$ cat config.mk
export PLATFORM = sky130hd
export DESIGN_NAME = hamming_decoder
export DESIGN_NICKNAME = d
export VERILOG_FILES = /design/src/rtl/hamming_pkg.sv /design/src/rtl/hamming_err_counter.sv /design/src/rtl/hamming_decoder.sv
export SDC_FILE = /design/constraint.sdc
export NUM_CORES = 1
export LEC_CHECK = 0
export CAP_MARGIN = 10
export CORE_ASPECT_RATIO = 1.1
export CORE_MARGIN = 2
export CORE_UTILIZATION = 47
export CTS_BUF_LIST = sky130_fd_sc_hd__clkbuf_4 sky130_fd_sc_hd__clkbuf_8 sky130_fd_sc_hd__clkbuf_16
export DETAILED_ROUTE_END_ITERATION = 7
export MAX_ROUTING_LAYER = met4
export PLACE_DENSITY = 0.75
export SYNTH_ARGS = -nofsm -noshare
export SYNTH_HDL_FRONTEND = slang
export SYNTH_SLANG_ARGS = --single-unit
export TNS_END_PERCENT = 10
$ cat constraint.sdc
create_clock -name clk -period 1.9 [get_ports clk]
set_clock_uncertainty 0.2 [all_clocks]
set_input_delay 0.38 -clock clk [delete_from_list [all_inputs] [get_ports clk]]
set_output_delay 0.38 -clock clk [all_outputs]
set_load 0.05 [all_outputs]
$ cat src/rtl/hamming_pkg.sv
// hamming_pkg: shared types and helpers for the (11,7) Hamming code.
package hamming_pkg;
  typedef logic [11:1] code_t;
  typedef logic [7:1] data_t;
  typedef logic [3:0] syndrome_t;
  localparam int SYN_MAX_CORR = 11;
  function automatic syndrome_t calc_syndrome(code_t z);
    return {z[8] ^ z[9] ^ z[10] ^ z[11],
            z[4] ^ z[5] ^ z[6] ^ z[7],
            z[2] ^ z[3] ^ z[6] ^ z[7] ^ z[10] ^ z[11],
            z[1] ^ z[3] ^ z[5] ^ z[7] ^ z[9] ^ z[11]};
  endfunction
  function automatic data_t extract_data(code_t z);
    return {z[11], z[10], z[9], z[7], z[6], z[5], z[3]};
  endfunction
endpackage

$ cat src/rtl/hamming_err_counter.sv
// hamming_err_counter: saturating event counter with synchronous clear.
module hamming_err_counter #(
  parameter int W = 16
) (
  input  logic         clk,
  input  logic         rst_n,
  input  logic         clr,
  input  logic         inc,
  output logic [W-1:0] cnt
);
  always_ff @(posedge clk or negedge rst_n)
    if (!rst_n) cnt <= '0;
    else cnt <= clr ? '0 : (inc && cnt != '1) ? cnt + 1'b1 : cnt;
endmodule

$ cat src/rtl/hamming_decoder.sv
// hamming_decoder: 2-stage (11,7) Hamming decoder with valid/ready backpressure
// and saturating corrected/uncorrectable word counters.
module hamming_decoder
  import hamming_pkg::*;
#(
  parameter int CNT_W = 16
) (
  input  logic             clk,
  input  logic             rst_n,
  input  logic             in_valid,
  output logic             in_ready,
  input  code_t            in_code,
  output logic             out_valid,
  input  logic             out_ready,
  output data_t            out_data,
  output syndrome_t        out_syndrome,
  output logic             out_corrected,
  output logic             out_uncorrectable,
  input  logic             clr_cnt,
  output logic [CNT_W-1:0] corr_cnt,
  output logic [CNT_W-1:0] uncorr_cnt
);
  logic      v1, v2, en1, en2, corr, unc;
  code_t     c1, fixed;
  syndrome_t s1;
  assign en2       = !v2 || out_ready;
  assign en1       = !v1 || en2;
  assign in_ready  = en1;
  assign out_valid = v2;
  // syndrome equals the 1-based position of a single flipped bit
  always_comb begin
    corr  = s1 != '0 && s1 <= syndrome_t'(SYN_MAX_CORR);
    unc   = s1 > syndrome_t'(SYN_MAX_CORR);
    fixed = corr ? c1 ^ (code_t'(1) << (s1 - 1'b1)) : c1;
  end
  always_ff @(posedge clk or negedge rst_n)
    if (!rst_n) begin
      v1 <= 1'b0;
      c1 <= '0;
      s1 <= '0;
    end else if (en1) begin
      v1 <= in_valid;
      c1 <= in_code;
      s1 <= calc_syndrome(in_code);
    end
  always_ff @(posedge clk or negedge rst_n)
    if (!rst_n) begin
      v2                <= 1'b0;
      out_data          <= '0;
      out_syndrome      <= '0;
      out_corrected     <= 1'b0;
      out_uncorrectable <= 1'b0;
    end else if (en2) begin
      v2                <= v1;
      out_data          <= extract_data(fixed);
      out_syndrome      <= s1;
      out_corrected     <= corr;
      out_uncorrectable <= unc;
    end
  hamming_err_counter #(.W(CNT_W)) u_corr (
    .clk  (clk),
    .rst_n(rst_n),
    .clr  (clr_cnt),
    .inc  (v2 && out_ready && out_corrected),
    .cnt  (corr_cnt)
  );
  hamming_err_counter #(.W(CNT_W)) u_uncorr (
    .clk  (clk),
    .rst_n(rst_n),
    .clr  (clr_cnt),
    .inc  (v2 && out_ready && out_uncorrectable),
    .cnt  (uncorr_cnt)
  );
endmodule

# Word-level counts from Yosys, hierarchy flattened
# Cells that the tools add are included.
[op_classes] addsub=3 n_mul=0 n_div=0 order_cmp=2 eq_ne=2 n_shift=1 mux=5 n_bitwise=17 reduce_logical=13
[op_table] operator="16-bit two-way mux" n=4
[op_table] operator="16-bit by 1-bit adder with 16-bit output (second input constant)" n=2
[op_table] operator="16-bit inequality test (second input constant)" n=2
[op_table] operator="1-bit XOR" n=16
[op_table] operator="11-bit two-way mux" n=1
[op_table] operator="1-bit by 4-bit << shifter with 11-bit output (first input constant)" n=1
[op_table] operator="11-bit XOR" n=1
[op_table] operator="1-bit logical AND" n=6
[op_table] operator="4-bit greater-than comparator (second input constant)" n=1
[op_table] operator="4-bit less-or-equal comparator (second input constant)" n=1
[op_table] operator="2-bit nonzero test" n=2
[op_table] operator="4-bit nonzero test" n=1
[op_table] operator="4-bit by 1-bit subtractor with 4-bit output (second input constant)" n=1
[op_table] operator="1-bit logical NOT" n=2
[op_table] operator="1-bit logical OR" n=2
[totals] reg_bits=62 latch_bits=0 ramBits=0 rom_bits=0 output_inout_bits=47 word_cells=53 n_memories=0

# Depth between registers and ports, before layout
[logic_depth] word_depth=5 depth_mapped=6 depth_no_buf=5

# Cells and area by module
# A second synthesis with hierarchy kept.
[unflattened] cells_unflattened=299 hier_area_um2=3150.5
[modules_own_cells] module="hamming_err_counter" n_inst=2 cells_per_inst=98 area_per_inst_um2=942.2 seq_area_each_um2=400.4
[modules_own_cells] module="hamming_decoder" n_inst=1 cells_per_inst=103 area_per_inst_um2=1266.2 seq_area_each_um2=650.6

# Least setup slack after synthesis
# Ideal clock, no wire load.
[synth_timing] path_type="flip-flop to output port" startpoint="register v2, in the netlist out_valid" endpoint="output port in_ready" arrival_ps=1812 slack_ps=-492 stages_incl_launch_ff=5 cell_sequence="dfrtp_1 nor2b_1 clkbuf_1 nand2_1 clkbuf_1"
[synth_between] elab_chain_cells=3
[synth_lines] item="from (decl)" line_no="hamming_decoder.sv:23" text="logic v1, v2, en1, en2, corr, unc;"
[synth_lines] item="from (signal assigned)" line_no="hamming_decoder.sv:54" text="v2 <= v1;"
[synth_lines] item="1-bit logical NOT" line_no="hamming_decoder.sv:26" text="assign en2 = !v2 || out_ready;"
[synth_lines] item="1-bit logical OR" line_no="hamming_decoder.sv:26"
[synth_lines] item="1-bit logical OR" line_no="hamming_decoder.sv:27" text="assign en1 = !v1 || en2;"
[synth_lines] item="to (decl)" line_no="hamming_decoder.sv:11" text="output logic in_ready,"
# Every way passes these cells.

# Worst setup path in the final report
[layout_timing] startpoint="register u_uncorr.cnt[1]" endpoint="register u_uncorr.cnt[3]"
[layout_between] elab_chain_cells=3 elab_cells_between_ends=6
[layout_lines] item="from (decl)" line_no="hamming_err_counter.sv:9" text="output logic [W-1:0] cnt"
[layout_lines] item="from (signal assigned)" line_no="hamming_err_counter.sv:13" text="else cnt <= clr ? '0 : (inc && cnt != '1) ? cnt + 1'b1 : cnt;"
[layout_lines] item="16-bit by 1-bit adder with 16-bit output / 16-bit inequality test (equally long branches)" line_no="hamming_err_counter.sv:13"
[layout_lines] item="16-bit two-way mux / 1-bit logical AND (equally long branches)" line_no="hamming_err_counter.sv:13"
[layout_lines] item="16-bit two-way mux / 2-bit nonzero test (equally long branches)"
# Several ways; a longest one is shown, not always the timed one. The select of a mux whose other input is x is not followed.
# A chain may end at the register's enable or synchronous reset.

==> impl_metrics.toml <==
[run_status]
status = "finished clean"

[detailed_routing]
wirelength_mm = 7.53
vias = 2843
viasPerCell = 5.48
ant_nets = 0
drt-wirelength-per-cell_um = 14.5
drt_iter0_markers = 149
drt_pass1_iterations = 4
drt_drc_violations_left = 0

[power]
p_clk_share_pct = 33.1
p_sw_share_pct = 32.4
comb_power_share_pct = 25.4
seqPwrFrac_pct = 41.5
power.leakage_nw = 1.99
p_switching_w = 0.00117
p_int_w = 0.00245
irDropWorstVdd_v = 0.000537
powerDensity_nw_per_um2 = 773

[floorplanning]
die_y_um = 90.0
initial_core_util_pct = 48.3
fp.dieArea_um2 = 7400
rows = 31
coreArea_um2 = 6560
fp.dieW_um = 82.2
ios = 63

[timing]
finalSetupViolCount = 0
rsz0062_at_grt = "yes"
maxSlewHeadroom_pct = 67.9
worst_slack_ps = 18.4
fmax_mhz = 531
report.final.slew_viol_count = 0
hold_violations = 0
fin_crit_ps = 1880
fin_crit_sh_pct = 99.0
worst_slew_pin_slew_ps = 481

[placed_design]
dp_hpwl_mm = 5.60
gp_congestion = 0.857
port_buffers = 62
placed_area_um2 = 4390
preCtsSetupSlack_ps = -461

[final_layout]
n_fill_cell = 485
multi_input_area_um2 = 1710
fin_util_pct = 71.4
nets = 450
drive_gt1_share_pct = 45.1
layout_common_cells = "buf_4 (82), dfrtp_2 (30), nand2_1 (28), mux2_2 (28), dfrtp_1 (28)"
diodes = 0
final_area_um2 = 4680
area_delta_synth_final_pct = 48.0
final_common_cell = "buf_4"
seqCellArea_um2 = 1490

[hold_path]
hold_depth = 1
hold_path.class = "flip-flop to flip-flop"
worst_hold_path.endpoint = "out_valid"
hold_path_startpoint = "v1"

[global_routing]
grtUsageTotal_pct = 22.2
grt_max_degree = 59
grt-ovfl-total = 0
grt_first_pass_wirelength_mm = 12.5
first_global_vias = 2756
antenna_found_initial = 0

[logic_synthesis]
ys_warn_count = 0
synthDistinctLibCells = 39
synth-edff-count = 0
synth_seq_cells = 58
synth_nets = 339
synth_cells = 321
synthArstFlopShare_pct = 100
synthFlopType = "dfrtp_1"
syn-cell-area_um2 = 3160
syn_area_per_cell_um2 = 9.85
yosysSeqAreaShare_pct = 45.9

[clock_tree]
clock_latency_ps = 340
clock_path_buffers = 2
clkTransAtPathRegs_ps = 60
tritoncts = "done"
cts_sinks = 58
cts-buffers-inserted = 9
root_buffer = "clkbuf_8"
htreeDepth = 3

[worst_setup_path]
critPathKind = "flip-flop to flip-flop"
cp.depth = 6
ff2ff_setup_slack_ps = 20
required_ps = 1920
start_kind = "flip-flop"
crit_buf_inv = 2
critical_path_arrival_ps = 1900
r2r_end = "u_uncorr.cnt[3]"
cp-end-kind = "flip-flop"
crit_family = "simple AND/OR/NAND/NOR gates"
critPathMaxFanout = 7
crit_slowest_cell = "nor4_4"
reg2reg_from = "u_uncorr.cnt[1]"
path_cells = "ha_4, inv_4, nor4_4, buf_4, a21oi_1, mux2_2"
r2r_cells = 6
slowest_delay_ps = 420

[job]
max_cap_violations = 0
==> timing repair <==
action,CTS,global route
hold buffers,1,0
hold endpoints to repair,58,0
resized for setup,4,10
pin swaps,0,2
buffers inserted,0,1
endpoints found under the setup margin,14,20
==> cell usage after synthesis, drive strengths merged, types with 7 or more instances <==
| library cell | number | area [um^2] |
|---|---|---|
| nor2b | 17 | 106 |
| dfrtp | 58 | 1450 |
| nand3 | 13 | 65.1 |
| a21oi | 23 | 115 |
| or4 | 9 | 67.6 |
| xnor2 | 16 | 140 |
| clkbuf | 14 | 52.6 |
| nor2 | 25 | 96.4 |
| mux2 | 28 | 315 |
| o21ai | 13 | 65.1 |
| nand2 | 29 | 109 |
| nand4 | 7 | 58.8 |
==> how the worst max path moves through the flow <==
stage                                 end  slack [ps]            start
final                     u_uncorr.cnt[3]          20  u_uncorr.cnt[1]
after global routing      u_uncorr.cnt[4]        -100  u_uncorr.cnt[0]
after CTS                   u_corr.cnt[7]         -10    u_corr.cnt[0]
after detailed placement   u_corr.cnt[12]        -460        out_ready
after global placement    u_uncorr.cnt[8]        -420        out_ready
after floorplan           u_uncorr.cnt[8]        -140  u_uncorr.cnt[1]
==> logic make-up (layout without fill, tap and decap cells) <==
group           count (synthesis)  count (layout)  synth area share (%)
simple gates                  132             132                  23.5
flops                          58              58                  45.9
compound gates                 54              54                  10.1
mux                            31              31                  10.9
buf+inv                        23             139                  3.01
xor+xnor                       21              21                  5.81
fa+ha+maj                       2               2                 0.791
==> metrics by stage <==
step	TNS (ps)	cells	total power, W	hold WS, ps
finish	0	519	0.00362	280
global route	-441	519	0.00379	292
CTS	-34.9	518	0.00364	279
detailed placement	-11120	501	0.00244	207
global placement	-9720	501	0.00242	207
floorplan	-1560	321	0.00207	-116
==> layer usage <==
metal	track usage [%]	wire, um	vias to the layer above
met3	5.12	401	9
met4	7.92	78	0
met5	-	0	-
met1	26.3	3100	1391
li1	-	-	1373
met2	36.5	3960	70
==> worst register-to-register path, cell delays in order (launching register included) <==
cell     delay [ps]
dfrtp_2         380
ha_4            150
inv_4            40
nor4_4          420
buf_4           230
a21oi_1          80
mux2_2          260
==> state kept, by name, summed over array words and instances (netlist names), 4 cells and up <==
name	count
c1	7
u_uncorr.cnt	16
out_data	7
out_syndrome	4
u_corr.cnt	16
s1	4
==> power groups by stage <==
stage	sequential, W	clock, W	combinational, W
after floorplan	0.00175	0	0.000324
after global placement	0.00152	0	0.000904
after detailed placement	0.00152	0	0.000919
after CTS	0.00150	0.00122	0.000923
after global routing	0.00152	0.00129	0.000981
final	0.00150	0.00120	0.000918
==> final cells by class <==
type / instances / share of cell area (%)
Inverter: 6 / 0.534
Clock inverter: 4 / 1.04
Timing Repair Buffer: 117 / 24.4
Clock buffer: 12 / 3.53
Multi-Input combinational cell: 240 / 36.5
Tap cell: 82 / 2.19
Sequential cell: 58 / 31.8
Power figures use the tool's default switching activity.
